## src/rtl/food_spawner.sv

```systemverilog
// Food placement: samples random grid cells, confirms each with the body store, places food.
// Optional macro FOOD_SCORE_EN adds a saturating 8-bit score of eaten pulses.
module food_spawner #(
   parameter int MAX_TRIES = 8,
   parameter int X_MIN     = 10,
   parameter int X_MAX     = 620,
   parameter int Y_MIN     = 10,
   parameter int Y_MAX     = 460
) (
   input  logic       VGA_clk,
   input  logic       rst_n,
   input  logic [9:0] randX,
   input  logic [8:0] randY,
   input  logic       spawn_req,
   input  logic [9:0] head_x,
   input  logic [8:0] head_y,
   input  logic       head_upd,
   output logic       occ_req,
   output logic [9:0] occ_x,
   output logic [8:0] occ_y,
   input  logic       occ_ack,
   input  logic       occ_hit,
   output logic [9:0] food_x,
   output logic [8:0] food_y,
   output logic       food_valid,
   output logic       eaten,
   output logic       spawn_fail,
   output logic       busy
`ifdef FOOD_SCORE_EN
   , output logic [7:0] score
`endif
);

   typedef enum logic [1:0] {IDLE, SAMPLE, CHECK, PLACED} state_t;

   localparam logic [9:0] XMIN_V  = X_MIN[9:0];
   localparam logic [9:0] XMAX_V  = X_MAX[9:0];
   localparam logic [8:0] YMIN_V  = Y_MIN[8:0];
   localparam logic [8:0] YMAX_V  = Y_MAX[8:0];
   localparam logic [3:0] TRY_LIM = MAX_TRIES[3:0];

   state_t     r_state;
   state_t     w_next;
   logic [3:0] r_try;
   logic [9:0] r_occ_x;
   logic [8:0] r_occ_y;
   logic [9:0] r_food_x;
   logic [8:0] r_food_y;
   logic       r_food_valid;
   logic       r_eaten;
   logic       r_fail;

   logic [3:0] w_try_nxt;
   logic       w_try_last;
   logic       w_legal;
   logic       w_start;
   logic       w_inc_try;
   logic       w_fail;
   logic       w_place;
   logic       w_eat;
   logic       w_load_occ;

   function automatic logic legal_x(input logic [9:0] x);
      return (x >= XMIN_V) && (x <= XMAX_V) && ((x % 10'd10) == 10'd0);
   endfunction

   function automatic logic legal_y(input logic [8:0] y);
      return (y >= YMIN_V) && (y <= YMAX_V) && ((y % 9'd10) == 9'd0);
   endfunction

   assign w_legal    = legal_x(randX) && legal_y(randY);
   assign w_try_nxt  = r_try + 4'd1;
   assign w_try_last = (w_try_nxt == TRY_LIM);

   always_ff @(posedge VGA_clk) begin
      if (!rst_n) r_state <= IDLE;
      else        r_state <= w_next;
   end

   always_comb begin
      w_next     = r_state;
      w_start    = 1'b0;
      w_inc_try  = 1'b0;
      w_fail     = 1'b0;
      w_place    = 1'b0;
      w_eat      = 1'b0;
      w_load_occ = 1'b0;
      case (r_state)
         IDLE: begin
            if (spawn_req) begin
               w_next  = SAMPLE;
               w_start = 1'b1;
            end
         end
         SAMPLE: begin
            w_load_occ = 1'b1;
            if (w_legal) begin
               w_next = CHECK;
            end else begin
               w_inc_try = 1'b1;
               if (w_try_last) begin
                  w_next = IDLE;
                  w_fail = 1'b1;
               end
            end
         end
         CHECK: begin
            // Query stays frozen until the body store answers.
            if (occ_ack) begin
               if (!occ_hit) begin
                  w_next  = PLACED;
                  w_place = 1'b1;
               end else begin
                  w_inc_try = 1'b1;
                  if (w_try_last) begin
                     w_next = IDLE;
                     w_fail = 1'b1;
                  end else begin
                     w_next = SAMPLE;
                  end
               end
            end
         end
         PLACED: begin
            w_eat = head_upd && (head_x == r_food_x) && (head_y == r_food_y);
            if (w_eat || spawn_req) begin
               w_next  = SAMPLE;
               w_start = 1'b1;
            end
         end
         default: w_next = IDLE;
      endcase
   end

   always_ff @(posedge VGA_clk) begin
      if (!rst_n) begin
         r_try        <= '0;
         r_occ_x      <= '0;
         r_occ_y      <= '0;
         r_food_x     <= '0;
         r_food_y     <= '0;
         r_food_valid <= 1'b0;
         r_eaten      <= 1'b0;
         r_fail       <= 1'b0;
      end else begin
         r_eaten <= w_eat;
         r_fail  <= w_fail;
         if (w_start)        r_try <= '0;
         else if (w_inc_try) r_try <= w_try_nxt;
         if (w_load_occ) begin
            r_occ_x <= randX;
            r_occ_y <= randY;
         end
         if (w_place) begin
            r_food_x     <= r_occ_x;
            r_food_y     <= r_occ_y;
            r_food_valid <= 1'b1;
         end else if (w_start) begin
            r_food_valid <= 1'b0;
         end
      end
   end

`ifdef FOOD_SCORE_EN
   logic [7:0] r_score;

   always_ff @(posedge VGA_clk) begin
      if (!rst_n)                          r_score <= '0;
      else if (r_eaten && r_score != 8'hFF) r_score <= r_score + 8'd1;
   end

   assign score = r_score;
`endif

   assign occ_req    = (r_state == CHECK);
   assign busy       = (r_state == SAMPLE) || (r_state == CHECK);
   assign occ_x      = r_occ_x;
   assign occ_y      = r_occ_y;
   assign food_x     = r_food_x;
   assign food_y     = r_food_y;
   assign food_valid = r_food_valid;
   assign eaten      = r_eaten;
   assign spawn_fail = r_fail;

endmodule

```

## config.mk

```make
export PLATFORM = sky130hd
export DESIGN_NAME = food_spawner
export DESIGN_NICKNAME = d
export VERILOG_FILES = /design/src/rtl/food_spawner.sv
export SDC_FILE = /design/constraint.sdc
export NUM_CORES = 1
export LEC_CHECK = 0
export CAP_MARGIN = 10
export CORE_MARGIN = 5
export CORE_UTILIZATION = 30
export CTS_CLUSTER_SIZE = 10
export DETAILED_ROUTE_END_ITERATION = 7
export PLACE_DENSITY = 0.52
export SLEW_MARGIN = 30
export SYNTH_ARGS = -nofsm -noshare
export SYNTH_HDL_FRONTEND = slang
export SYNTH_SLANG_ARGS = --single-unit
```

## constraint.sdc

```tcl
create_clock -name VGA_clk -period 6.3 [get_ports VGA_clk]
set_input_delay 1.26 -clock VGA_clk [delete_from_list [all_inputs] [get_ports VGA_clk]]
set_output_delay 1.26 -clock VGA_clk [all_outputs]
set_load 0.05 [all_outputs]
```

==> results.md <==
- Max cap viols: 0
- Worst Hold Class: reg -> reg
- Full die area: ~14,000 µm²
- Layout Nets: 552
- Via count: 3,351
- Vias per inst: 5.203
- Pin count of the biggest net entering global routing: 47
- Dominant cell type by area after synthesis: dfxtp_1
- Top-area cell type share of the netlist area: 26.68%
- Finished layout cell area: 4618 µm²
- Leak Pwr: 1.636 nW
- Setup_tns: 0 ps
- IO buf count: 86
- Global-route wire length before repair: approximately 17,000 µm
- WS Path Type: in -> reg
- Ant diodes: 0
- Global route overflow: 0
- Clock tree root driver cell: clkbuf_16
- Die X: around 120 µm
- Final Hold Viols: 0
- Crit start category: primary input
- Maximum clock path buffer count: 2
- RR Startpoint: food_x[8]$_SDFFE_PN0P_
- DR WL/cell: 15.89 µm
- Post-DP HPWL: 7707 µm
- Syn nets: 484
- Cts repair resizes: 0
- CP arrival: 5770 ps
- Antenna-violating nets left: 0
- CTS tree: built
- Final setup fails: 0
- Total power: 0.001054 W
- Clock skew after layout: roughly 7.3 ps
- Worst Hold Endpoint: food_x[3]$_SDFFE_PN0P_
- Synth warnings: 0
- Place WS: 456.4 ps
- DRC: 0
- Initial antenna violation count: 0
- Syn Std Cell Area: ~3500 µm²
- Mean Syn Cell Area: 8.165 µm²
- Placed cell area: 4449 µm²
- H-tree levels: 2
- Final worst slack: 751.3 ps
- Height of the die: approximately 120 µm
- Slew Viols, Final: 0
- Worst Setup End Kind: register
- Reg2reg setup slack: 4280 ps
- Hold Crit Start: occ_x[3]$_SDFFE_PN0P_
- Dominant synthesized flop cell: dfxtp_1
- Setup bufs post-CTS: 0
- Largest cells by area after synthesis: dfxtp_1 (27%), mux2i_1 (7.4%), nand2_1 (6.7%), nor2b_1 (5.0%), a21boi_0 (4.3%)
- Finished Layout Cells: 644
- Slowest stage delay, CP: around 650 ps
- Unrepaired setup endpoints after global routing: false
- Layout cell share with drive strength beyond 1: ~5.4%
- DR pass1 iterations: 4
- Period utilization: 88.07%
- Synth-to-layout area growth: 30.93%
- Critical Path RT: 6520 ps
- Status: complete, no violations
- FF+latch count, synth: 47
- Vias in the first global route: roughly 3,200
- VDD IR max: 0.0001262 V
- Yosys cell types: between 70 and 80
- GRT Util Overall: ~14%
- Rel. slew slack: a little under half
- CTS buffer count: 5
- # IOs: slightly below 90
- Buffers & Inverters on Critical Path: 1
- Fin crit period: 5549 ps
- DRT Wirelength: 10,240 µm
- Clock Sinks: 47
- Number of synthesized flops with an enable pin: 0
- Reg clk slew, reported paths: ~70 ps
- Core footprint: 11,470 µm²
- Dpl cells: approximately 640
- Seq/Total Area, Yosys: 26.68%
- Most frequent cells after synthesis: nand2_1 (63), dfxtp_1 (47), nor2b_1 (28)
- F_max: 180.2 MHz
- DR iter-0 viols: 188
- Worst Path Max Fanout: 14
- RR Endpoint: r_state[0]$_SDFFE_PN0P_
- Async set or reset register ratio after synthesis: 0%
- Hold Path Depth: 2
- Rows: 39
- Most common cell in the synthesized netlist: nand2_1
- Crit path cell chain: clkdlybuf4s50_1, or3b_1, a21boi_0, o211ai_1, o21ai_2, nor2_1, nor2_1, nor2_1, a31oi_1, ha_1, nor2b_1, nand2b_1, o32ai_1, a2111oi_0, o211ai_1, a211oi_1, and4_1, o211ai_1, a31oi_1, mux2i_1
- Critical Path Slowest Stage Cell: clkdlybuf4s50_1
- Hold Buf Count CTS: 0
- # fillers: 1,181
- Global placement routability congestion: 0.8611
- Slew @ Worst Pin: about 800 ps
- CP delay by family, top: compound AO/OA/AOI/OAI gates
- Starting Density: 30.76%
- Post-synthesis cell count: around 430
- Clock Latency Late Sink: 290 ps
- R2r worst-path depth: 7
- Pwr Density: roughly 230 nW/µm²
==> layout by cell type (no fill, tap or decap), types with 7 or more instances in the layout <==
cell type,instances
xor2_1,15
nor2b_1,28
nand2b_1,11
dfxtp_1,47
mux2i_1,26
ha_1,8
nor2_1,15
o211ai_1,9
xnor2_1,12
inv_1,13
clkdlybuf4s50_1,86
nand2_1,63
nor4_1,7
o21ai_0,12
a21boi_0,20
a21oi_1,11
==> how the worst max path moves through the flow <==
stage                  start                       to  depth (start not counted)
finish              randY[4]  r_state[0]$_SDFFE_PN0P_                         20
CTS                 randY[4]  r_state[0]$_SDFFE_PN0P_                         20
global route        randY[4]  r_state[1]$_SDFFE_PN0P_                         20
floorplan           randY[5]  r_state[0]$_SDFFE_PN0P_                         20
global placement    randY[4]  r_state[0]$_SDFFE_PN0P_                         20
detailed placement  randY[4]  r_state[0]$_SDFFE_PN0P_                         20
==> layout make-up <==
class | instances | area [µm²] | area share [%]
clock inverters | 3 | 43.79 | 0.9483
clock buffers | 5 | 125.1 | 2.709
well taps | 143 | 178.9 | 3.874
repair buffers | 89 | 883.3 | 19.13
multi-input cells | 343 | 2394 | 51.83
flip-flops and latches | 47 | 940.9 | 20.37
inverters | 14 | 52.55 | 1.138
==> layer usage <==
| metal | global-route usage, % | up-vias | wire length [µm] |
|---|---|---|---|
| li1 | - | 1685 | - |
| met1 | 20.18 | 1570 | 5156 |
| met2 | 21.48 | 89 | 4379 |
| met3 | 3.200 | 7 | 574 |
| met4 | 3.402 | 0 | 125 |
| met5 | 0 | - | 0 |
==> sequential cells by signal, indices dropped and copies added (netlist names) <==
signal and cells:
occ_x 10, r_try 4, food_x 10, eaten 1, food_valid 1, spawn_fail 1, food_y 9, r_state 2
occ_y 9
==> kinds of logic after synthesis <==
| family | share of synthesized area, % |
|---|---|
| buffers and inverters | 5.605 |
| and+or+nand+nor | 25.36 |
| DFF | 26.68 |
| AOI/OAI and AO/OA | 24.09 |
| xor gates and xnor gates | 6.705 |
| adders and majority gates | 3.122 |
| muxes | 8.443 |
==> through the flow <==
| step | hold WS (ps) | util (%) |
|---|---|---|
| floorplan | 466.5 | - |
| global placement | 469.7 | 38.80 |
| detailed placement | 472.9 | 38.80 |
| CTS | 487.6 | 40.27 |
| global route | 510.5 | 40.27 |
| finish | 477.9 | 40.27 |
==> tightest hold or removal path: stages, from the launching register on <==
cell	delay, ps
dfxtp_1	320
nand2_1	50
a21boi_0	60
==> power by group <==
group | internal [W] | switching [W]
clock network | 0.000187 | 0.000113
logic | 0.000164 | 0.000241
registers | 0.000323 | 0.0000258
Note: power is estimated with default switching activity, not from simulation.
